$ cat config.mk
export PLATFORM = sky130hd
export DESIGN_NAME = sd_spi_responder
export DESIGN_NICKNAME = d
export VERILOG_FILES = /design/src/rtl/sd_spi_responder.sv
export SDC_FILE = /design/constraint.sdc
export NUM_CORES = 1
export LEC_CHECK = 0
export ABC_CLOCK_PERIOD_IN_PS = 2900
export BUFFER_PORTS_ARGS = -buffer_cell sky130_fd_sc_hd__buf_2
export CAP_MARGIN = 20
export CORE_UTILIZATION = 56
export CTS_CLUSTER_DIAMETER = 120
export DETAILED_ROUTE_END_ITERATION = 12
export GPL_ROUTABILITY_DRIVEN = 1
export PLACE_DENSITY = 0.85
export SLEW_MARGIN = 5
export SYNTH_ARGS = -nofsm -noshare
export SYNTH_HDL_FRONTEND = slang
export SYNTH_SLANG_ARGS = --single-unit
$ cat constraint.sdc
create_clock -name clk -period 2.9 [get_ports clk]
set_clock_uncertainty 0.15 [all_clocks]
set_input_delay 0.58 -clock clk [delete_from_list [all_inputs] [get_ports clk]]
set_output_delay 0.58 -clock clk [all_outputs]
set_load 0.005 [all_outputs]
$ cat src/rtl/sd_spi_responder.sv
// SD-card SPI-mode responder: init handshake (CMD0/8/55/ACMD41/58) plus single-block read (CMD17) and write (CMD24).
// Latency: one 0xFF byte after each command frame, then the response; read bytes are prefetched a full byte ahead.
// Backpressure: none; the SPI master paces every transfer, and cs_l high aborts to command hunting at any time.
`timescale 1ns/1ps
module sd_spi_responder #(
    parameter int unsigned ACMD41_BUSY = 2,
    parameter int unsigned BUSY_BYTES  = 2,
    parameter logic [31:0] OCR         = 32'h80FF8000
) (
    input  logic        clk,
    input  logic        rst_l,
    input  logic        sck,
    input  logic        mosi,
    input  logic        cs_l,
    output logic        miso,
    output logic        miso_oe,
    output logic [15:0] mem_addr,
    input  logic [7:0]  mem_rdata,
    output logic        mem_we,
    output logic [7:0]  mem_wdata,
    output logic        card_ready
);

    typedef enum logic [3:0] {
        S_CMD, S_NCR, S_RESP, S_RDTOK, S_RDDATA, S_RDCRC,
        S_WRTOK, S_WRDATA, S_WRCRC, S_WRRESP, S_BUSY
    } state_t;

    localparam logic [7:0] ABUSY = 8'(ACMD41_BUSY);
    localparam logic [8:0] BLAST = 9'(BUSY_BYTES - 1);

    logic [1:0]  sck_sync_q, mosi_sync_q, cs_sync_q;
    logic        sck_prev_q;
    logic [1:0]  start_q;
    logic        sck_s, mosi_s, cs_s, sck_rise, sck_fall;

    state_t      state_q, after_q, after_d;
    logic [46:0] cmd_q;
    logic        frm_q;
    logic [5:0]  fcnt_q;
    logic [2:0]  bit_q;
    logic [6:0]  rx_q;
    logic [7:0]  tx_q, rx_byte;
    logic [8:0]  cnt_q;
    logic [6:0]  blk_q;
    logic [39:0] resp_q, resp_d;
    logic [2:0]  rcnt_q, rcnt_d;
    logic        idle_q, idle_d, app_q, app_d, ready_q, ready_d;
    logic [7:0]  acnt_q, acnt_d;
    logic        miso_q, miso_oe_q, mem_we_q;
    logic [15:0] mem_addr_q;
    logic [7:0]  mem_wdata_q;

    assign sck_s    = sck_sync_q[1];
    assign mosi_s   = mosi_sync_q[1];
    assign cs_s     = cs_sync_q[1];
    // Edges are only trusted once the synchronizer and history flop hold post-reset samples.
    assign sck_rise = (start_q == 2'd3) &&  sck_s && !sck_prev_q;
    assign sck_fall = (start_q == 2'd3) && !sck_s &&  sck_prev_q;
    assign rx_byte  = {rx_q, mosi_s};

    assign miso       = miso_q;
    assign miso_oe    = miso_oe_q;
    assign mem_addr   = mem_addr_q;
    assign mem_we     = mem_we_q;
    assign mem_wdata  = mem_wdata_q;
    assign card_ready = ready_q;

    // Two-flop synchronizers for the SPI pins plus sck history for edge detection.
    always_ff @(posedge clk or negedge rst_l) begin
        if (!rst_l) begin
            sck_sync_q  <= 2'b00;
            mosi_sync_q <= 2'b11;
            cs_sync_q   <= 2'b11;
            sck_prev_q  <= 1'b0;
            start_q     <= 2'd0;
        end else begin
            sck_sync_q  <= {sck_sync_q[0], sck};
            mosi_sync_q <= {mosi_sync_q[0], mosi};
            cs_sync_q   <= {cs_sync_q[0], cs_l};
            sck_prev_q  <= sck_s;
            if (start_q != 2'd3) start_q <= start_q + 2'd1;
        end
    end

    // Decode the completed frame held in cmd_q: frame bit k lives at cmd_q[k-1].
    always_comb begin
        idle_d  = idle_q;
        app_d   = 1'b0;
        acnt_d  = acnt_q;
        ready_d = ready_q;
        after_d = S_CMD;
        rcnt_d  = 3'd0;
        resp_d  = {5'b0, 1'b1, 1'b0, idle_q, 32'hFFFF_FFFF};
        case (cmd_q[44:39])
            6'd0: begin
                resp_d  = {8'h01, 32'hFFFF_FFFF};
                idle_d  = 1'b1;
                acnt_d  = 8'd0;
                ready_d = 1'b0;
            end
            6'd8: begin
                resp_d = {7'b0, idle_q, 8'h00, 8'h00, 4'h0, cmd_q[18:15], cmd_q[14:7]};
                rcnt_d = 3'd4;
            end
            6'd55: begin
                resp_d = {7'b0, idle_q, 32'hFFFF_FFFF};
                app_d  = 1'b1;
            end
            6'd41: begin
                if (app_q) begin
                    if (acnt_q < ABUSY) begin
                        resp_d = {8'h01, 32'hFFFF_FFFF};
                        acnt_d = acnt_q + 8'd1;
                    end else begin
                        resp_d  = {8'h00, 32'hFFFF_FFFF};
                        idle_d  = 1'b0;
                        ready_d = 1'b1;
                    end
                end
            end
            6'd58: begin
                resp_d = {7'b0, idle_q, OCR};
                rcnt_d = 3'd4;
            end
            6'd17: begin
                if (!idle_q) begin
                    resp_d  = {8'h00, 8'hFF, 24'hFF_FFFF};
                    rcnt_d  = 3'd1;
                    after_d = S_RDTOK;
                end
            end
            6'd24: begin
                if (!idle_q) begin
                    resp_d  = {8'h00, 32'hFFFF_FFFF};
                    after_d = S_WRTOK;
                end
            end
            default: ;
        endcase
    end

    // Protocol FSM: frame hunting, byte-level sequencing on sck rise, miso update on sck fall.
    always_ff @(posedge clk or negedge rst_l) begin
        if (!rst_l) begin
            state_q     <= S_CMD;
            after_q     <= S_CMD;
            cmd_q       <= '1;
            frm_q       <= 1'b0;
            fcnt_q      <= 6'd0;
            bit_q       <= 3'd0;
            rx_q        <= 7'd0;
            tx_q        <= 8'hFF;
            cnt_q       <= 9'd0;
            blk_q       <= 7'd0;
            resp_q      <= '1;
            rcnt_q      <= 3'd0;
            idle_q      <= 1'b1;
            app_q       <= 1'b0;
            acnt_q      <= 8'd0;
            ready_q     <= 1'b0;
            miso_q      <= 1'b1;
            miso_oe_q   <= 1'b0;
            mem_we_q    <= 1'b0;
            mem_addr_q  <= 16'd0;
            mem_wdata_q <= 8'd0;
        end else begin
            mem_we_q <= 1'b0;
            if (cs_s) begin
                state_q   <= S_CMD;
                cmd_q     <= '1;
                frm_q     <= 1'b0;
                fcnt_q    <= 6'd0;
                bit_q     <= 3'd0;
                cnt_q     <= 9'd0;
                tx_q      <= 8'hFF;
                miso_q    <= 1'b1;
                miso_oe_q <= 1'b0;
            end else begin
                miso_oe_q <= 1'b1;
                if (sck_fall) miso_q <= (state_q == S_CMD) ? 1'b1 : tx_q[~bit_q];
                if (sck_rise && state_q == S_CMD) begin
                    cmd_q <= {cmd_q[45:0], mosi_s};
                    if (!frm_q) begin
                        if (!cmd_q[0] && mosi_s) begin
                            frm_q  <= 1'b1;
                            fcnt_q <= 6'd2;
                        end
                    end else if (fcnt_q == 6'd47) begin
                        frm_q <= 1'b0;
                        cmd_q <= '1;
                        if (mosi_s) begin
                            idle_q  <= idle_d;
                            app_q   <= app_d;
                            acnt_q  <= acnt_d;
                            ready_q <= ready_d;
                            resp_q  <= resp_d;
                            rcnt_q  <= rcnt_d;
                            after_q <= after_d;
                            blk_q   <= cmd_q[22:16];
                            if (after_d == S_RDTOK) mem_addr_q <= {cmd_q[22:16], 9'd0};
                            state_q <= S_NCR;
                            tx_q    <= 8'hFF;
                            bit_q   <= 3'd0;
                        end
                    end else begin
                        fcnt_q <= fcnt_q + 6'd1;
                    end
                end else if (sck_rise) begin
                    bit_q <= bit_q + 3'd1;
                    rx_q  <= rx_byte[6:0];
                    if (bit_q == 3'd7) begin
                        tx_q <= 8'hFF;
                        case (state_q)
                            S_NCR, S_RESP: begin
                                if (state_q == S_RESP && rcnt_q == 3'd0) begin
                                    state_q <= after_q;
                                    if (after_q == S_RDTOK) tx_q <= 8'hFE;
                                end else begin
                                    if (state_q == S_RESP) rcnt_q <= rcnt_q - 3'd1;
                                    state_q <= S_RESP;
                                    tx_q    <= resp_q[39:32];
                                    resp_q  <= {resp_q[31:0], 8'hFF};
                                end
                            end
                            S_RDTOK: begin
                                state_q    <= S_RDDATA;
                                tx_q       <= mem_rdata;
                                mem_addr_q <= {blk_q, 9'd1};
                                cnt_q      <= 9'd0;
                            end
                            S_RDDATA: begin
                                if (cnt_q == 9'd511) begin
                                    state_q <= S_RDCRC;
                                    cnt_q   <= 9'd0;
                                end else begin
                                    tx_q  <= mem_rdata;
                                    cnt_q <= cnt_q + 9'd1;
                                    // Prefetch the byte after the one just loaded, never past the block end.
                                    if (cnt_q < 9'd510) mem_addr_q <= {blk_q, cnt_q + 9'd2};
                                end
                            end
                            S_RDCRC: begin
                                cnt_q <= (cnt_q == 9'd1) ? 9'd0 : cnt_q + 9'd1;
                                if (cnt_q == 9'd1) state_q <= S_CMD;
                            end
                            S_WRTOK: begin
                                if (rx_byte == 8'hFE) begin
                                    state_q <= S_WRDATA;
                                    cnt_q   <= 9'd0;
                                end else if (rx_byte != 8'hFF) begin
                                    state_q <= S_CMD;
                                end
                            end
                            S_WRDATA: begin
                                mem_we_q    <= 1'b1;
                                mem_wdata_q <= rx_byte;
                                mem_addr_q  <= {blk_q, cnt_q};
                                cnt_q       <= (cnt_q == 9'd511) ? 9'd0 : cnt_q + 9'd1;
                                if (cnt_q == 9'd511) state_q <= S_WRCRC;
                            end
                            S_WRCRC: begin
                                cnt_q <= (cnt_q == 9'd1) ? 9'd0 : cnt_q + 9'd1;
                                if (cnt_q == 9'd1) begin
                                    state_q <= S_WRRESP;
                                    tx_q    <= 8'h05;
                                end
                            end
                            S_WRRESP: begin
                                cnt_q <= 9'd0;
                                if (BUSY_BYTES == 0) begin
                                    state_q <= S_CMD;
                                end else begin
                                    state_q <= S_BUSY;
                                    tx_q    <= 8'h00;
                                end
                            end
                            S_BUSY: begin
                                if (cnt_q == BLAST) begin
                                    state_q <= S_CMD;
                                    cnt_q   <= 9'd0;
                                end else begin
                                    cnt_q <= cnt_q + 9'd1;
                                    tx_q  <= 8'h00;
                                end
                            end
                            default: state_q <= S_CMD;
                        endcase
                    end
                end
            end
        end
    end

endmodule

==> results of run 1 <==
-- flip-flops by register name, indices dropped and copies added (netlist names), 2 cells and up --
| name | cells |
|---|---|
| cmd_q | 45 |
| resp_q | 40 |
| mem_addr | 16 |
| cnt_q | 9 |
| acnt_q | 8 |
| mem_wdata | 8 |
| tx_q | 8 |
| blk_q | 7 |
| rx_q | 7 |
| fcnt_q | 6 |
| state_q | 4 |
| after_q | 3 |
| bit_q | 3 |
| rcnt_q | 3 |
| cs_sync_q | 2 |
| mosi_sync_q | 2 |
| sck_sync_q | 2 |
| start_q | 2 |
-- worst max-delay path by stage --
stage	to	slack, ns
floorplan	mem_addr[10]$_DFFE_PN0P_	0.20
global placement	mem_addr[14]$_DFFE_PN0P_	0.08
detailed placement	mem_addr[10]$_DFFE_PN0P_	0.02
CTS	mem_addr[11]$_DFFE_PN0P_	0.09
global route	mem_addr[13]$_DFFE_PN0P_	-0.001
finish	mem_addr[11]$_DFFE_PN0P_	0.11
-- cells in the final DEF (no fill, tap or decap), types with 6 or more instances in the layout --
master / synthesis / layout
a41oi_1: 12 / 12
a211oi_1: 6 / 6
nor2_1: 44 / 44
or3_1: 10 / 10
nor3_1: 8 / 8
clkbuf_16: 0 / 17
o21ai_0: 89 / 89
a21o_1: 7 / 7
nand3_1: 20 / 19
buf_2: 16 / 39
nor3b_1: 7 / 7
ha_1: 11 / 11
mux2_2: 17 / 17
buf_4: 4 / 35
nand2_1: 151 / 151
a22o_1: 6 / 6
nand2b_1: 6 / 6
inv_1: 20 / 20
o22a_1: 44 / 44
mux2_4: 7 / 7
a21oi_1: 39 / 39
and3_1: 7 / 7
dfrtp_1: 84 / 84
dfstp_2: 99 / 99
-- Yosys cell counts (8+ instances only) --
cell type	n
a21oi_1	39
a41oi_1	12
buf_2	16
clkbuf_1	28
dfrtp_1	84
dfstp_2	99
ha_1	11
inv_1	20
mux2_2	17
nand2_1	151
nand3_1	20
nor2_1	44
nor3_1	8
o21ai_0	89
o22a_1	44
or3_1	10
-- through the flow --
| step | std cells | area [um^2] | utilization (%) | worst slack (ns) | power, mW |
|---|---|---|---|---|---|
| floorplan | 856 | 8770 | - | 0.198 | 2.78 |
| global placement | 1094 | 9330 | 61.2 | 0.0841 | 2.88 |
| detailed placement | 1094 | 9330 | 61.2 | 0.0170 | 2.89 |
| CTS | 1126 | 9900 | 64.9 | 0.0950 | 5.07 |
| global route | 1127 | 9930 | 65.1 | -0.00110 | 5.20 |
| finish | 1127 | 9930 | 65.1 | 0.111 | 5.03 |
-- kinds of logic after synthesis --
| group | Yosys count | synth area share, % |
|---|---|---|
| compound gates | 251 | 19.1 |
| xor+xnor | 6 | 0.599 |
| fa+ha+maj | 11 | 1.57 |
| buf+inv | 71 | 3.61 |
| flops | 183 | 53.7 |
| mux | 28 | 4.12 |
| simple gates | 306 | 17.3 |
-- critical path, stage by stage, from the launching register on --
cell     delay, ns
dfrtp_1       0.39
ha_1          0.24
nand3_2       0.11
nor2b_1       0.06
ha_1          0.19
or4b_1        0.46
a21o_1        0.21
a41oi_4       0.28
o21ai_4       0.20
mux2_4        0.37
-- per-layer routing --
layer | track usage [%] | wire, um | vias to the layer above | share of wire [%]
met5 | 0 | 13 | - | 0.068
met4 | 9.24 | 312 | 2 | 1.6
met2 | 41.4 | 9340 | 200 | 49
li1 | - | - | 3175 | -
met1 | 33.1 | 8560 | 3368 | 45
met3 | 5.53 | 853 | 32 | 4.5
-- final cells by class --
class	instances	area, um^2	share of cell area (%)
well taps	211	264	2.66
flip-flops and latches	183	4700	47.4
clock buffers	20	447	4.50
repair buffers	79	539	5.43
multi-input cells	603	3800	38.3
clock inverters	11	98.8	0.996
inverters	20	75.1	0.756
-- power by group --
group,internal (mW),total (mW),switching [mW]
combinational,0.0685,0.237,0.168
clock,1.20,2.18,0.981
sequential,2.59,2.61,0.0203
-- timing repair --
item,CTS,global route
hold buffers,1,0
cloned,0,1
pin swaps,0,1
endpoints found under the setup margin,1,14
resized for setup,1,3
hold endpoints to repair,34,0
==> results.json, run 1 <==
{
  "status": "completed",
  "root_buffer": "clkbuf_16",
  "hpwl_mm": 12.4,
  "grt_util_all_layers_pct": 25.2,
  "slew_headroom_pct": 39.0,
  "start_util_pct": 57.4,
  "fill_cells": 1150,
  "pin_count": 41,
  "core_mm2": 0.0153,
  "routed_wl_mm": 19.1,
  "tns_ns": 0,
  "finalNetCount": 928,
  "viasPerCell": 6.01,
  "worstPathRequired_ns": 3.06,
  "period_needed_ns": 2.79,
  "r2r_end": "mem_addr[11]$_DFFE_PN0P_",
  "yosysTopAreaCell": "dfstp_2",
  "synth_top_flop_cell": "dfstp_2",
  "synth-seq-cells": 183,
  "finalSetupViolCount": 0,
  "netlist_area_mm2": 0.00877,
  "syn2layout_area_growth_pct": 13.3,
  "drive_above_1_share_pct": 27.9,
  "drc": 0,
  "tritoncts": "done",
  "cts_htree_levels": 4,
  "cts.clk_slew.worst_paths_ns": 0.07,
  "post-cts-setup-buffer-count": 0,
  "synth.area.top_cells": "dfstp_2 (30%), dfrtp_1 (24%), nand2_1 (6.5%)",
  "crit_fanout": 8,
  "ff2ff_path_depth": 9,
  "grt_pass1_wl_mm": 32.2,
  "via_count": 6777,
  "ys_seq_area_share_pct": 53.7,
  "avgSynthCellArea_um2": 10.2,
  "hold-path-endpoint": "cs_sync_q[0]$_DFF_PN1_",
  "synth-edff-count": 0,
  "worstMarginPinSlew_ns": 0.909,
  "cts_sinks": 183,
  "gr-total-overflow": 0,
  "synth_top_area_share_pct": 29.7,
  "cp-startpoint": "cnt_q[0]$_DFFE_PN0P_",
  "hold_path_depth": 1,
  "p_per_area_mw_per_mm2": 507,
  "holdCritStartpoint": "cs_l",
  "r2r_setup_slack_ns": 0.11,
  "drt-wirelength-per-cell_um": 16.9,
  "final_antenna_net_count": 0,
  "cp-end-kind": "flop",
  "drv_cap": 0,
  "ys_warn_count": 0,
  "crit_type": "reg2reg",
  "irDropWorstVdd_mv": 0.402,
  "leakage_nw": 4.14,
  "antenna_cells": 0,
  "fmax_ghz": 0.359,
  "place_congestion": 0.878,
  "finalHoldViolCount": 0,
  "ys_types": 80,
  "portBuffers": 40,
  "synth_nets": 880,
  "arrival_ns": 2.95,
  "die-area_mm2": 0.0162,
  "antenna_found_initial": 1,
  "num_rows": 45,
  "cts_buffers": 17,
  "die_h_um": 127,
  "grt_max_degree": 87,
  "r2r-start": "cnt_q[0]$_DFFE_PN0P_",
  "drt_first_pass_iters": 5,
  "insertion_delay_ns": 0.43,
  "fin_crit_sh_pct": 96.2,
  "cts_buffer_depth": 2,
  "grt_pass1_vias": 6580,
  "critical_path.startpoint_type": "flop",
  "drv_slew": 0,
  "hold_class": "in2reg",
  "fin_hold_ws_ns": 0.0948,
  "syn_inst": 856,
  "die_w_um": 127,
  "synthArstFlopShare_pct": 100,
  "drt_iter0_drc": 538
}
No activity file was read; power rests on OpenSTA's default activity.
==> run 2, diff against run 1 <==
--- a/config.mk
+++ b/config.mk
@@ -13,6 +13,8 @@
 export DETAILED_ROUTE_END_ITERATION = 12
 export GPL_ROUTABILITY_DRIVEN = 1
 export PLACE_DENSITY = 0.85
+export RECOVER_POWER = 100
+export SETUP_SLACK_MARGIN = 0.4
 export SLEW_MARGIN = 5
 export SYNTH_ARGS = -nofsm -noshare
 export SYNTH_HDL_FRONTEND = slang
==> results.json, run 2 (same netlist as run 1, synthesis figures left out) <==
{
  "grt_max_degree": 64,
  "antenna_cells": 0,
  "cts_buffers": 17,
  "holdCritStartpoint": "mosi",
  "hold_path_depth": 1,
  "die_w_um": 127,
  "syn2layout_area_growth_pct": 16.5,
  "slew_headroom_pct": -8.16,
  "period_needed_ns": 2.69,
  "hold_class": "in2reg",
  "gr-total-overflow": 0,
  "drt_first_pass_iters": 5,
  "final_cell_mix": "nand2_1 (152), dfstp_2 (98), o21ai_0 (91)",
  "violations": "max-capacitance violations, max-slew violations",
  "hold-path-endpoint": "mosi_sync_q[0]$_DFF_PN1_",
  "fmax_ghz": 0.372,
  "power.share.sequential_pct": 47.8,
  "cp-end-kind": "flop",
  "root_buffer": "clkbuf_16",
  "antenna_found_initial": 0,
  "cts_buffer_depth": 2,
  "finalSetupViolCount": 0,
  "drv_slew": 63,
  "cts.clk_slew.worst_paths_ns": 0.07,
  "final_antenna_net_count": 0,
  "cts_htree_levels": 4,
  "cts_sinks": 183,
  "worstPathRequired_ns": 3.08,
  "routed_wl_mm": 20.2,
  "start_util_pct": 57.4,
  "r2r_end": "cnt_q[6]$_DFFE_PN0P_",
  "drive_above_1_share_pct": 28.4,
  "tns_ns": 0,
  "grt_pass1_vias": 6572,
  "crit_type": "reg2reg",
  "ff2ff_path_depth": 7,
  "p_per_area_mw_per_mm2": 535,
  "p_switching_mw": 1.17,
  "finalHoldViolCount": 0,
  "num_rows": 45,
  "drt_iter0_drc": 660,
  "viasPerCell": 6.10,
  "hpwl_mm": 12.5,
  "finalNetCount": 945,
  "drv_cap": 1,
  "status": "finished with violations",
  "r2r-start": "state_q[3]$_DFFE_PN0P_",
  "irDropWorstVdd_mv": 0.449,
  "tritoncts": "done",
  "portBuffers": 40,
  "drc": 0,
  "crit_fanout": 9,
  "intPower_mw": 4.30,
  "core_mm2": 0.0153,
  "fin_crit_sh_pct": 92.7,
  "leakage_nw": 4.15,
  "switching_share_pct": 21.4,
  "critical_path.startpoint_type": "flop",
  "largest-register": "cmd_q",
  "grt_util_all_layers_pct": 25.9,
  "layout_commonest_cell": "nand2_1",
  "die-area_mm2": 0.0162,
  "insertion_delay_ns": 0.43,
  "grt_pass1_wl_mm": 32.9,
  "fin_util_pct": 66.9,
  "power_frac_clock_pct": 47.7,
  "via_count": 6980,
  "arrival_ns": 2.87,
  "p_comb_share_pct": 4.5,
  "r2r_setup_slack_ns": 0.21,
  "die_h_um": 127,
  "rsz0062_at_grt": "yes",
  "drt-wirelength-per-cell_um": 17.6,
  "place_congestion": 0.950,
  "worstMarginPinSlew_ns": 1.62,
  "largest_register_ffs": 45,
  "pin_count": 41
}
[run 2: timing repair]
item	in CTS	in global routing
hold buffers	1	0
buffers inserted	12	4
cloned	2	0
hold endpoints to repair	25	0
pin swaps	5	4
resized for setup	14	25
setup endpoints to repair	65	114
[run 2: worst max-delay path by stage]
stage / start / end / slack [ns]
after floorplan: cnt_q[1]$_DFFE_PN0P_ / mem_addr[10]$_DFFE_PN0P_ / 0.31
after global placement: cnt_q[1]$_DFFE_PN0P_ / mem_addr[12]$_DFFE_PN0P_ / 0.21
after detailed placement: cnt_q[1]$_DFFE_PN0P_ / mem_addr[13]$_DFFE_PN0P_ / 0.16
after CTS: cnt_q[1]$_DFFE_PN0P_ / mem_addr[13]$_DFFE_PN0P_ / 0.24
after global routing: state_q[3]$_DFFE_PN0P_ / cnt_q[6]$_DFFE_PN0P_ / 0.11
final: state_q[3]$_DFFE_PN0P_ / cnt_q[6]$_DFFE_PN0P_ / 0.21
[run 2: metrics by stage]
stage               instance area, um^2  instances  total power, mW  hold WS, ns  worst slack [ns]
global route                      10200       1145             5.62       0.0906             0.115
finish                            10200       1145             5.47       0.0952             0.212
global placement                   9360       1094             2.89        0.186             0.210
floorplan                          8780        856             2.78        0.134             0.306
CTS                               10200       1141             5.50       0.0828             0.245
detailed placement                 9360       1094             2.90        0.191             0.159
[run 2: power by group through the flow]
stage	Clock (mW)	Sequential [mW]	Combinational [mW]
2_1_floorplan	0	2.65	0.128
5_1_grt	2.73	2.62	0.274
4_1_cts	2.64	2.62	0.246
3_3_place_gp	0	2.66	0.236
3_5_place_dp	0	2.66	0.239
6_report	2.61	2.62	0.246
[run 2: metal layers]
| metal | up-vias | track usage [%] | routed length, um |
|---|---|---|---|
| li1 | 3229 | - | - |
| met4 | 0 | 14.1 | 690 |
| met1 | 3434 | 34.1 | 8710 |
| met3 | 56 | 4.94 | 1010 |
| met2 | 261 | 41.0 | 9800 |
| met5 | - | 0 | 0 |
[run 2: cell type report]
type                            count  area, um^2
Clock buffer                       19         443
Clock inverter                     13         226
Fill cell                        1081        5040
Inverter                           20        75.1
Multi-Input combinational cell    604        3890
Sequential cell                   183        4710
Tap cell                          211         264
Timing Repair Buffer               95         604
[run 2: critical path, stage by stage (launching register included)]
cell and delay, ns:
dfrtp_1 0.51, clkbuf_1 0.39, nor3b_1 0.26, clkbuf_1 0.21, o2bb2ai_1 0.18, and2_2 0.27
or3_1 0.38, o32ai_2 0.24
